`config.mk`:
```
export PLATFORM = sky130hd
export DESIGN_NAME = ftch_dec_queue
export DESIGN_NICKNAME = d
export VERILOG_FILES = /design/src/rtl/ftch_dec_pkg.sv /design/src/rtl/ftch_dec_lane_cnt.sv /design/src/rtl/ftch_dec_queue.sv
export SDC_FILE = /design/constraint.sdc
export NUM_CORES = 1
export LEC_CHECK = 0
export ABC_CLOCK_PERIOD_IN_PS = 7470
export CAP_MARGIN = 20
export CORE_MARGIN = 4
export CORE_UTILIZATION = 65
export CTS_BUF_LIST = sky130_fd_sc_hd__clkbuf_2
export DETAILED_ROUTE_END_ITERATION = 12
export PLACE_DENSITY = 0.89
export SLEW_MARGIN = 20
export SYNTH_ARGS = -nofsm -noshare
export SYNTH_HDL_FRONTEND = slang
export SYNTH_SLANG_ARGS = --single-unit
```
`constraint.sdc`:
```
create_clock -name clk -period 7.47 [get_ports clk]
set_input_delay 1.494 -clock clk [delete_from_list [all_inputs] [get_ports clk]]
set_output_delay 1.494 -clock clk [all_outputs]
set_load 0.02 [all_outputs]
```
`src/rtl/ftch_dec_pkg.sv`:
```
// rtl/ftch_dec_pkg.sv - shared packet type and default sizing for the fetch-to-decode queue
package ftch_dec_pkg;

  localparam int LANES_DEF = 2;
  localparam int DEPTH_DEF = 8;

  typedef struct packed {
    logic [7:0]  id;
    logic [15:0] data;
  } ftch_dec_pkt_t;

  function automatic bit is_pow2(input int v);
    return (v > 0) && ((v & (v - 1)) == 0);
  endfunction

endpackage

```
`src/rtl/ftch_dec_lane_cnt.sv`:
```
// rtl/ftch_dec_lane_cnt.sv - thermometer lane mask to count, with legality flag
module ftch_dec_lane_cnt #(
  parameter  int LANES = 2,
  localparam int CW    = $clog2(LANES + 1)
) (
  input  logic [LANES-1:0] mask,
  output logic [CW-1:0]    cnt,
  output logic             thermo
);

  always_comb begin
    cnt    = '0;
    thermo = 1'b1;
    for (int i = 0; i < LANES; i++) begin
      if (mask[i]) cnt = cnt + CW'(1);
    end
    // A set bit above a clear bit breaks the lane-0-first packing.
    for (int i = 1; i < LANES; i++) begin
      if (mask[i] && !mask[i-1]) thermo = 1'b0;
    end
  end

endmodule

```
`src/rtl/ftch_dec_queue.sv`:
```
// rtl/ftch_dec_queue.sv - multi-lane in-order fetch-to-decode packet queue
module ftch_dec_queue
  import ftch_dec_pkg::*;
#(
  parameter  int LANES = LANES_DEF,
  parameter  int DEPTH = DEPTH_DEF,
  localparam int CW    = $clog2(DEPTH + 1)
) (
  input  logic                      clk,
  input  logic                      resetn,
  input  logic                      flush,
  input  logic [LANES-1:0]          ftch_dec_vld,
  input  ftch_dec_pkt_t [LANES-1:0] ftch_dec_pkt,
  output logic                      ftch_dec_rdy,
  output logic [LANES-1:0]          dec_vld,
  output ftch_dec_pkt_t [LANES-1:0] dec_pkt,
  input  logic [LANES-1:0]          dec_rdy,
  output logic [CW-1:0]             count
);

  localparam int PW = $clog2(DEPTH);
  localparam int LW = $clog2(LANES + 1);

  logic [PW-1:0]  rd_ptr;
  logic [PW-1:0]  wr_ptr;
  logic [CW-1:0]  count_q;
  logic [CW-1:0]  space;
  logic [LW-1:0]  vld_cnt;
  logic [LW-1:0]  enq_cnt;
  logic [LW-1:0]  deq_cnt;
  logic           enq_thermo;
  logic           deq_thermo;
  logic [LANES-1:0] deq_mask;
  ftch_dec_pkt_t  mem [DEPTH];

  // Ready looks only at registered occupancy so it never depends on dec_rdy.
  assign space        = CW'(DEPTH) - count_q;
  assign ftch_dec_rdy = (space >= CW'(LANES)) && !flush;
  assign count        = count_q;

  always_comb begin
    dec_vld = '0;
    dec_pkt = '0;
    for (int i = 0; i < LANES; i++) begin
      dec_vld[i] = (count_q > CW'(i)) && !flush;
      dec_pkt[i] = mem[rd_ptr + PW'(i)];
    end
  end

  assign deq_mask = dec_vld & dec_rdy;
  assign enq_cnt  = ftch_dec_rdy ? vld_cnt : '0;

  ftch_dec_lane_cnt #(.LANES(LANES)) u_enq_cnt (
    .mask   (ftch_dec_vld),
    .cnt    (vld_cnt),
    .thermo (enq_thermo)
  );

  ftch_dec_lane_cnt #(.LANES(LANES)) u_deq_cnt (
    .mask   (deq_mask),
    .cnt    (deq_cnt),
    .thermo (deq_thermo)
  );

  always_ff @(posedge clk or negedge resetn) begin
    if (!resetn) begin
      rd_ptr  <= '0;
      wr_ptr  <= '0;
      count_q <= '0;
    end else if (flush) begin
      rd_ptr  <= '0;
      wr_ptr  <= '0;
      count_q <= '0;
    end else begin
      wr_ptr  <= wr_ptr + PW'(enq_cnt);
      rd_ptr  <= rd_ptr + PW'(deq_cnt);
      count_q <= count_q + CW'(enq_cnt) - CW'(deq_cnt);
    end
  end

  // Storage is deliberately left out of reset; pointers alone define validity.
  always_ff @(posedge clk) begin
    if (ftch_dec_rdy) begin
      for (int i = 0; i < LANES; i++) begin
        if (ftch_dec_vld[i]) mem[wr_ptr + PW'(i)] <= ftch_dec_pkt[i];
      end
    end
  end

`ifndef SYNTHESIS
  always_ff @(posedge clk) begin
    if (resetn) begin
      assert (is_pow2(DEPTH) && (DEPTH >= 2 * LANES))
        else $error("ftch_dec_queue: illegal DEPTH/LANES combination");
      assert (enq_thermo)
        else $error("ftch_dec_queue: ftch_dec_vld is not a thermometer mask");
      assert (deq_thermo)
        else $error("ftch_dec_queue: dec_rdy is not a thermometer mask");
    end
  end
`endif

endmodule

```
**Yosys cells after proc, flatten, opt, wreduce, memory -nomap -nowiden**

Memories as Yosys holds them, arrays and structs flattened.
Cells that the tools add are included.

- Input port bits: 55
- Output and inout bits: 55
- Register bits after elaboration: 10
- Bits in writable memories: 192
- Bits in read-only memories: 0
- Memories kept: 1
- Latch bits: 0

- Add/subtract/negate cells: 9
- Div/mod/pow operators: 0
- $mul: 0
- Reduce and logical (&&, ||, !) cells: 4
- Shift operators: 0
- Magnitude comparators: 3
- Bitwise logic cells: 1
- Equality and inequality tests: 0
- Multiplexer cells: 14

Memories:

| memory | words | width | read ports | clocked after Yosys merged registers in | wr ports | line | text |
|---|---|---|---|---|---|---|---|
| mem | 8 | 24 | 2 | 0 | 2 | ftch_dec_queue.sv:34 | `ftch_dec_pkt_t mem [DEPTH];` |

Operators with widths:

| operator | number |
|---|---|
| > comparator 4 x 1 -> 1 bit (second input constant) | 2 |
| two-way mux 1 bit | 8 |
| adder 3 x 1 -> 3 bit (second input constant) | 2 |
| adder 3 x 2 -> 3 bit | 2 |
| two-way mux 2 bit | 3 |
| two-way mux 3 bit | 2 |
| adder 1 x 1 -> 2 bit (second input constant) | 2 |
| adder 4 x 2 -> 4 bit | 1 |
| greater-or-equal comparator 4 x 2 -> 1 bit (second input constant) | 1 |
| two-way mux 4 bit | 1 |
| subtractor 4 x 2 -> 4 bit | 1 |
| subtractor 4 bit (first input constant) | 1 |
| logical AND 1 bit | 3 |
| AND 2 bit | 1 |
| logical NOT 1 bit | 1 |

**Longest topological paths before layout**

Gate-level depths: netlist of the first run.

- Word-level depth: 8
- Gate-level depth with buffers: 13
- Mapped depth without buffers: 13

**Cells and area by module**

A second synthesis of the first run with hierarchy kept.

- Cells, all modules: 697
- Area total of the unflattened synthesis: 12079.1 um2

Modules (own cells, without submodules):

| module | cells an instance | instances | area each (um2) |
|---|---|---|---|
| ftch_dec_queue | 687 | 1 | 12006.5 |
| ftch_dec_lane_cnt | 5 | 2 | 36.3 |

**Worst setup path after synthesis of the first run**

OpenSTA, ideal clock, no wires.

- Kind: input-to-reg
- Start point: in flush
- End point: mem mem[1][0] (netlist name) (enable)
- Arrival: 4.165 ns
- Slack: 2.863 ns
- Cell stages on the path: 3
- Cell sequence: a41oi_1 -> nand3_1 -> o31ai_1

RTL lines:

| item | line | text |
|---|---|---|
| start, declared | ftch_dec_queue.sv:11 | `input logic flush,` |
| end, declared | ftch_dec_queue.sv:34 |  |

==> results of run 1 <==
-- cell families (layout without fill, tap and decap cells) --
group                    after synthesis  count (layout)  share of synthesized area (%)
AO/OA/AOI/OAI                         15              15                         0.8930
adder cells (fa/ha/maj)               20              20                          2.326
XOR/XNOR                               8               8                         0.5815
buffers and inverters                 59             228                          3.271
AND/OR/NAND/NOR                       36              36                          2.253
multiplexers                         336             336                          40.75
other                                  0               1                              0
flip-flops                           202             202                          49.93
-- worst min path at each step --
stage	from	endpoint	slack, ns	depth (start not counted)
detailed placement	wr_ptr[0]$_DFF_PN0_	wr_ptr[0]$_DFF_PN0_	0.72	2
global route	count[0]$_DFF_PN0_	count[0]$_DFF_PN0_	0.81	2
finish	wr_ptr[0]$_DFF_PN0_	wr_ptr[0]$_DFF_PN0_	0.76	2
global placement	wr_ptr[0]$_DFF_PN0_	wr_ptr[0]$_DFF_PN0_	0.70	2
floorplan	rd_ptr[0]$_DFF_PN0_	rd_ptr[0]$_DFF_PN0_	0.61	2
CTS	wr_ptr[0]$_DFF_PN0_	wr_ptr[0]$_DFF_PN0_	0.74	2
-- stage by stage --
step	setup slack (ns)	utilization, %
global placement	2.559	73.43
CTS	1.577	75.96
global route	1.430	76.28
detailed placement	2.459	73.44
finish	1.610	76.28
floorplan	2.863	-
-- power groups by stage --
stage	clock network (mW)	registers (mW)	logic [mW]
detailed placement	0	1.53	2.11
finish	0.736	1.51	2.13
global placement	0	1.52	2.06
global route	0.807	1.53	2.25
floorplan	0	1.46	1.46
CTS	0.745	1.51	2.12
-- cell type report --
class | count | area (um^2)
fill | 1013 | 4290
clock buffer | 76 | 380.4
clock inverter | 19 | 75.07
tap | 229 | 286.5
antenna | 1 | 2.502
multi-input combinational | 415 | 5758
timing repair buffer | 122 | 1229
inverter | 11 | 41.29
sequential | 202 | 6023
-- sequential cells by signal, summed over array words and instances (netlist names) --
| register | flops |
|---|---|
| mem | 192 |
| count | 4 |
| wr_ptr | 3 |
| rd_ptr | 3 |
-- Yosys cell counts, drive strengths merged (5+ instances only) --
library cell	n	share of area (%)
buf	32	2.4
clkbuf	16	0.50
dfrtp	10	2.1
edfxtp	192	48
ha	16	1.7
inv	11	0.34
mux2	240	23
mux4	96	18
nand3b	6	0.79
nor2	9	0.28
nor2b	5	0.26
-- per-layer routing --
layer  part of all wire [%]  vias to the layer above  wire (um)
met5                      0                        -          0
met4                    2.5                        0        743
met3                    9.2                       78       2709
met2                     50                      452      14690
met1                     38                     3691      11200
li1                       -                     3094          -
-- critical path: cells and delay by family, from the launching register on --
family / cells / cell delay, ns
buffers and inverters: 2 / 1.11
flip-flops: 1 / 0.99
multiplexers: 2 / 0.65
adder cells (fa/ha/maj): 1 / 0.78
==> impl_metrics.ini, run 1 <==
[critical_path]
r2r_end = mem[1][8]$_DFFE_PP_
cp.required_ns = 5.98
crit_start = rd_ptr[0]$_DFF_PN0_
crit_chain = ha_2, buf_4, mux4_2, mux2_2, clkdlybuf4s50_1
timing.rr.start = count[2]$_DFF_PN0_
cp_slowest_cell = dfrtp_4
startpoint_type = register
worst-path-max-fanout = 51
reg2reg_depth = 5
crit_type = reg2out
cp_slowest_stage_delay_ns = 0.99
rrSetupSlack_ns = 3.90
end_kind = output port
crit_path_end = dec_pkt[26]
arrival_ns = 4.37

[clock_network]
cts_hold_buf = 0
clk_pin_slew_ns = 0.10
htreeDepth = 2
cts_buffer_depth = 3
postCtsSetupBuffers = 0
cts_buffers = 52
root_buffer = clkbuf_2
ctsResizeCount = 0
cts_sinks = 202
cts_tree = built
insertion_delay_ns = 0.81

[global_routing]
grtUsageMet2_pct = 47.67
grt_max_degree = 52
globalRouteMet1Util_pct = 38.16
met3_usage_pct = 6.812
track_usage_pct = 28.84
grt.busiest_layer = met2
grt_antenna_before_repair = 1
grt_pass1_wl_mm = 44.39
grt_pass1_vias = 7834
overflow = 0

[route]
drt_wl_total_mm = 29.34
drt_iter0_drc = 608
vias = 7315
wl_per_cell_um = 27.29
firstDrtPassIters = 5
drc = 0
postRouteAntennaNets = 0
via_per_inst = 6.805

[logic_synthesis]
syn_area_um2 = 12050
synth_cell_type_count = 37
synth_fp_nets = 751
yosys_warnings = 0
synth-edff-count = 192
synth_ff_type = edfxtp_1
ys_async_sr_fraction_pct = 4.950
ys_ff_latch = 202
postSynthCellCount = 676
syn_area_per_cell_um2 = 17.82
synth-seq-area-share_pct = 49.93

[sta]
rsz0062_at_grt = false
fin_crit_ns = 5.860
setup_viol = 0
max_freq_ghz = 0.1706
maxSlewViolCount = 0
max-slew-margin-rel_pct = 25.97
skew_ns = 0.03042
holdWs_ns = 0.7551
worst_slew_pin_slew_ns = 1.108
setup_tns_ns = 0
period_share_pct = 78.45
finalHoldViolations = 0

[floorplanning]
die_w_um = 144.2
die_area_um2 = 20780
fp.dieH_um = 144.2
rows = 49
start_util_pct = 66.62
coreArea_um2 = 18090
num_io_pins = 110

[power]
power_frac_comb_pct = 48.7
p_leak_nw = 4.619
p_total_mw = 4.370
p_per_area_nw_per_um2 = 316.7
vdd_drop_max_uv = 288.2
power_frac_seq_pct = 34.5
cellInternalPower_mw = 2.796
switching_share_pct = 36.01
power_frac_clock_pct = 16.8
power.switching_mw = 1.574

[placement]
placedCellCount = 977
place.gp.congestion = 0.8167
port-buffer-count = 109
placed_cell_area_um2 = 13280
dp_hpwl_mm = 17.26

[layout]
final_cells = 1075
drive_gt1_share_pct = 53.37
finish.instance_area_um2 = 13800
fin_nets = 879
layout_commonest_cell = mux2_2
layout_common_cells = 227 x mux2_2, 192 x edfxtp_1, 109 x clkdlybuf4s50_1
area_growth_pct = 14.50

[status]
status = finished clean

[job]
cap_violations = 0

[hold_path]
hp-class = reg2reg
Power figures use the tool's default switching activity.
==> run 2: changes to the inputs <==
- ABC_CLOCK_PERIOD_IN_PS: 7470 -> 6000
- CORE_UTILIZATION: 65 -> 60
- PLACE_DENSITY: 0.89 -> 0.83
- clock period: 7.47 -> 6 ns (I/O delays scaled with it)
==> run 2 against run 1 <==
Compared with the run above: die area rose by 7.9%; critical path depth did not move; largest power group unchanged; clock skew rose by 0.021 ns; total power rose by 27%; largest cell class unchanged; worst hold slack got worse by 0.068 ns.
==> impl_metrics.ini, run 2 (synthesis gave the netlist of run 1 again) <==
[placement]
place.gp.congestion = 0.7776
post-place-ws_ns = 1.531
placedCellCount = 1011
placed_cell_area_um2 = 13310
dp_hpwl_mm = 17.49
port-buffer-count = 109

[floorplanning]
die_area_um2 = 22410
fp.dieH_um = 149.7
rows = 51
start_util_pct = 61.51
num_io_pins = 110
coreArea_um2 = 19590
die_w_um = 149.7

[critical_path]
r2r_end = mem[0][11]$_DFFE_PP_
crit_type = reg2out
cp.required_ns = 4.80
worst-path-max-fanout = 33
arrival_ns = 4.11
reg2reg_depth = 5
crit_start = rd_ptr[0]$_DFF_PN0_
startpoint_type = register
rrSetupSlack_ns = 2.52
end_kind = output port
crit_path_end = dec_pkt[34]
timing.rr.start = count[2]$_DFF_PN0_

[sta]
rsz0062_at_grt = false
setup_tns_ns = 0
fin_ws_ns = 0.6878
setup_viol = 0
fin_crit_ns = 5.312
max_freq_ghz = 0.1882
finalHoldViolations = 0
max-slew-margin-rel_pct = 26.91
period_share_pct = 88.54
maxSlewViolCount = 0
worst_slew_pin_slew_ns = 1.093
skew_ns = 0.05112

[layout]
final_cells = 1104
n_antenna_cell = 0
fillCellCount = 1291
multiInputGateArea_um2 = 5759
regMostFlops = mem
area_growth_pct = 15.10
finish.instance_area_um2 = 13870
largest_reg_flops = 192
layout_commonest_cell = mux2_2
drive_gt1_share_pct = 53.28
layout_common_cells = 227 x mux2_2, 192 x edfxtp_1, 109 x clkdlybuf4s50_1
seq_area_um2 = 6023
fin_nets = 878

[clock_network]
cts_sinks = 202
postCtsSetupBuffers = 0
ctsResizeCount = 0
cts_buffers = 54
cts_buffer_depth = 3
cts_tree = built
cts_hold_buf = 0
root_buffer = clkbuf_2
htreeDepth = 2
insertion_delay_ns = 0.83
clk_pin_slew_ns = 0.11

[hold_path]
hp-class = in2async

[route]
drt_wl_total_mm = 28.90
vias = 7149
postRouteAntennaNets = 0
via_per_inst = 6.476
drc = 0
drt_iter0_drc = 448
firstDrtPassIters = 5
wl_per_cell_um = 26.18

[power]
p_leak_nw = 4.617
p_per_area_nw_per_um2 = 399.8
vdd_drop_max_uv = 294.5

[global_routing]
grt_pass1_wl_mm = 44.79
grt_max_degree = 69
grt_antenna_before_repair = 0
track_usage_pct = 26.56
grt_pass1_vias = 7882
overflow = 0

[job]
cap_violations = 0

[status]
status = finished clean
run 2: layout make-up:
type / instances / share of cell area [%]
flip-flops and latches: 202 / 43.43
multi-input cells: 415 / 41.53
repair buffers: 119 / 8.580
clock buffers: 73 / 2.634
well taps: 265 / 2.391
clock inverters: 19 / 1.137
inverters: 11 / 0.2977
run 2: how the worst min path moves through the flow:
stage,to,slack [ns],cells after the start
3_5_place_dp,wr_ptr[0]$_DFF_PN0_,0.71,2
5_1_grt,rd_ptr[2]$_DFF_PN0_,0.68,1
3_3_place_gp,wr_ptr[0]$_DFF_PN0_,0.70,2
6_report,rd_ptr[2]$_DFF_PN0_,0.69,1
2_1_floorplan,rd_ptr[0]$_DFF_PN0_,0.61,2
4_1_cts,count[2]$_DFF_PN0_,0.65,1
run 2: per-layer routing:
| metal | global-route usage, % | wire length, um | vias to the layer above |
|---|---|---|---|
| li1 | - | - | 3075 |
| met1 | 33.90 | 11210 | 3716 |
| met2 | 47.13 | 15350 | 315 |
| met3 | 4.846 | 1964 | 43 |
| met4 | 7.228 | 377 | 0 |
| met5 | 0 | 0 | - |
run 2: where the power goes:
| part | total (mW) | switching (mW) | internal [mW] |
|---|---|---|---|
| sequential | 1.85 | 0.125 | 1.73 |
| clock | 1.04 | 0.575 | 0.460 |
| combinational | 2.66 | 1.25 | 1.41 |
| total | 5.54 | 1.95 | 3.60 |
run 2: critical path, cell delays in order (launching register included):
cell and delay, ns:
dfrtp_4 0.69, ha_2 1.04, buf_4 0.39, mux4_2 0.34
mux2_2 0.28, clkdlybuf4s50_1 0.54
run 2: per-stage QoR:
step	util (%)	hold WS (ns)	total power [mW]
after floorplan	-	0.6118	3.639
after global placement	67.96	0.7033	4.460
after detailed placement	67.96	0.7147	4.548
after CTS	70.63	0.6516	5.586
after global routing	70.79	0.6825	5.822
final	70.79	0.6867	5.544
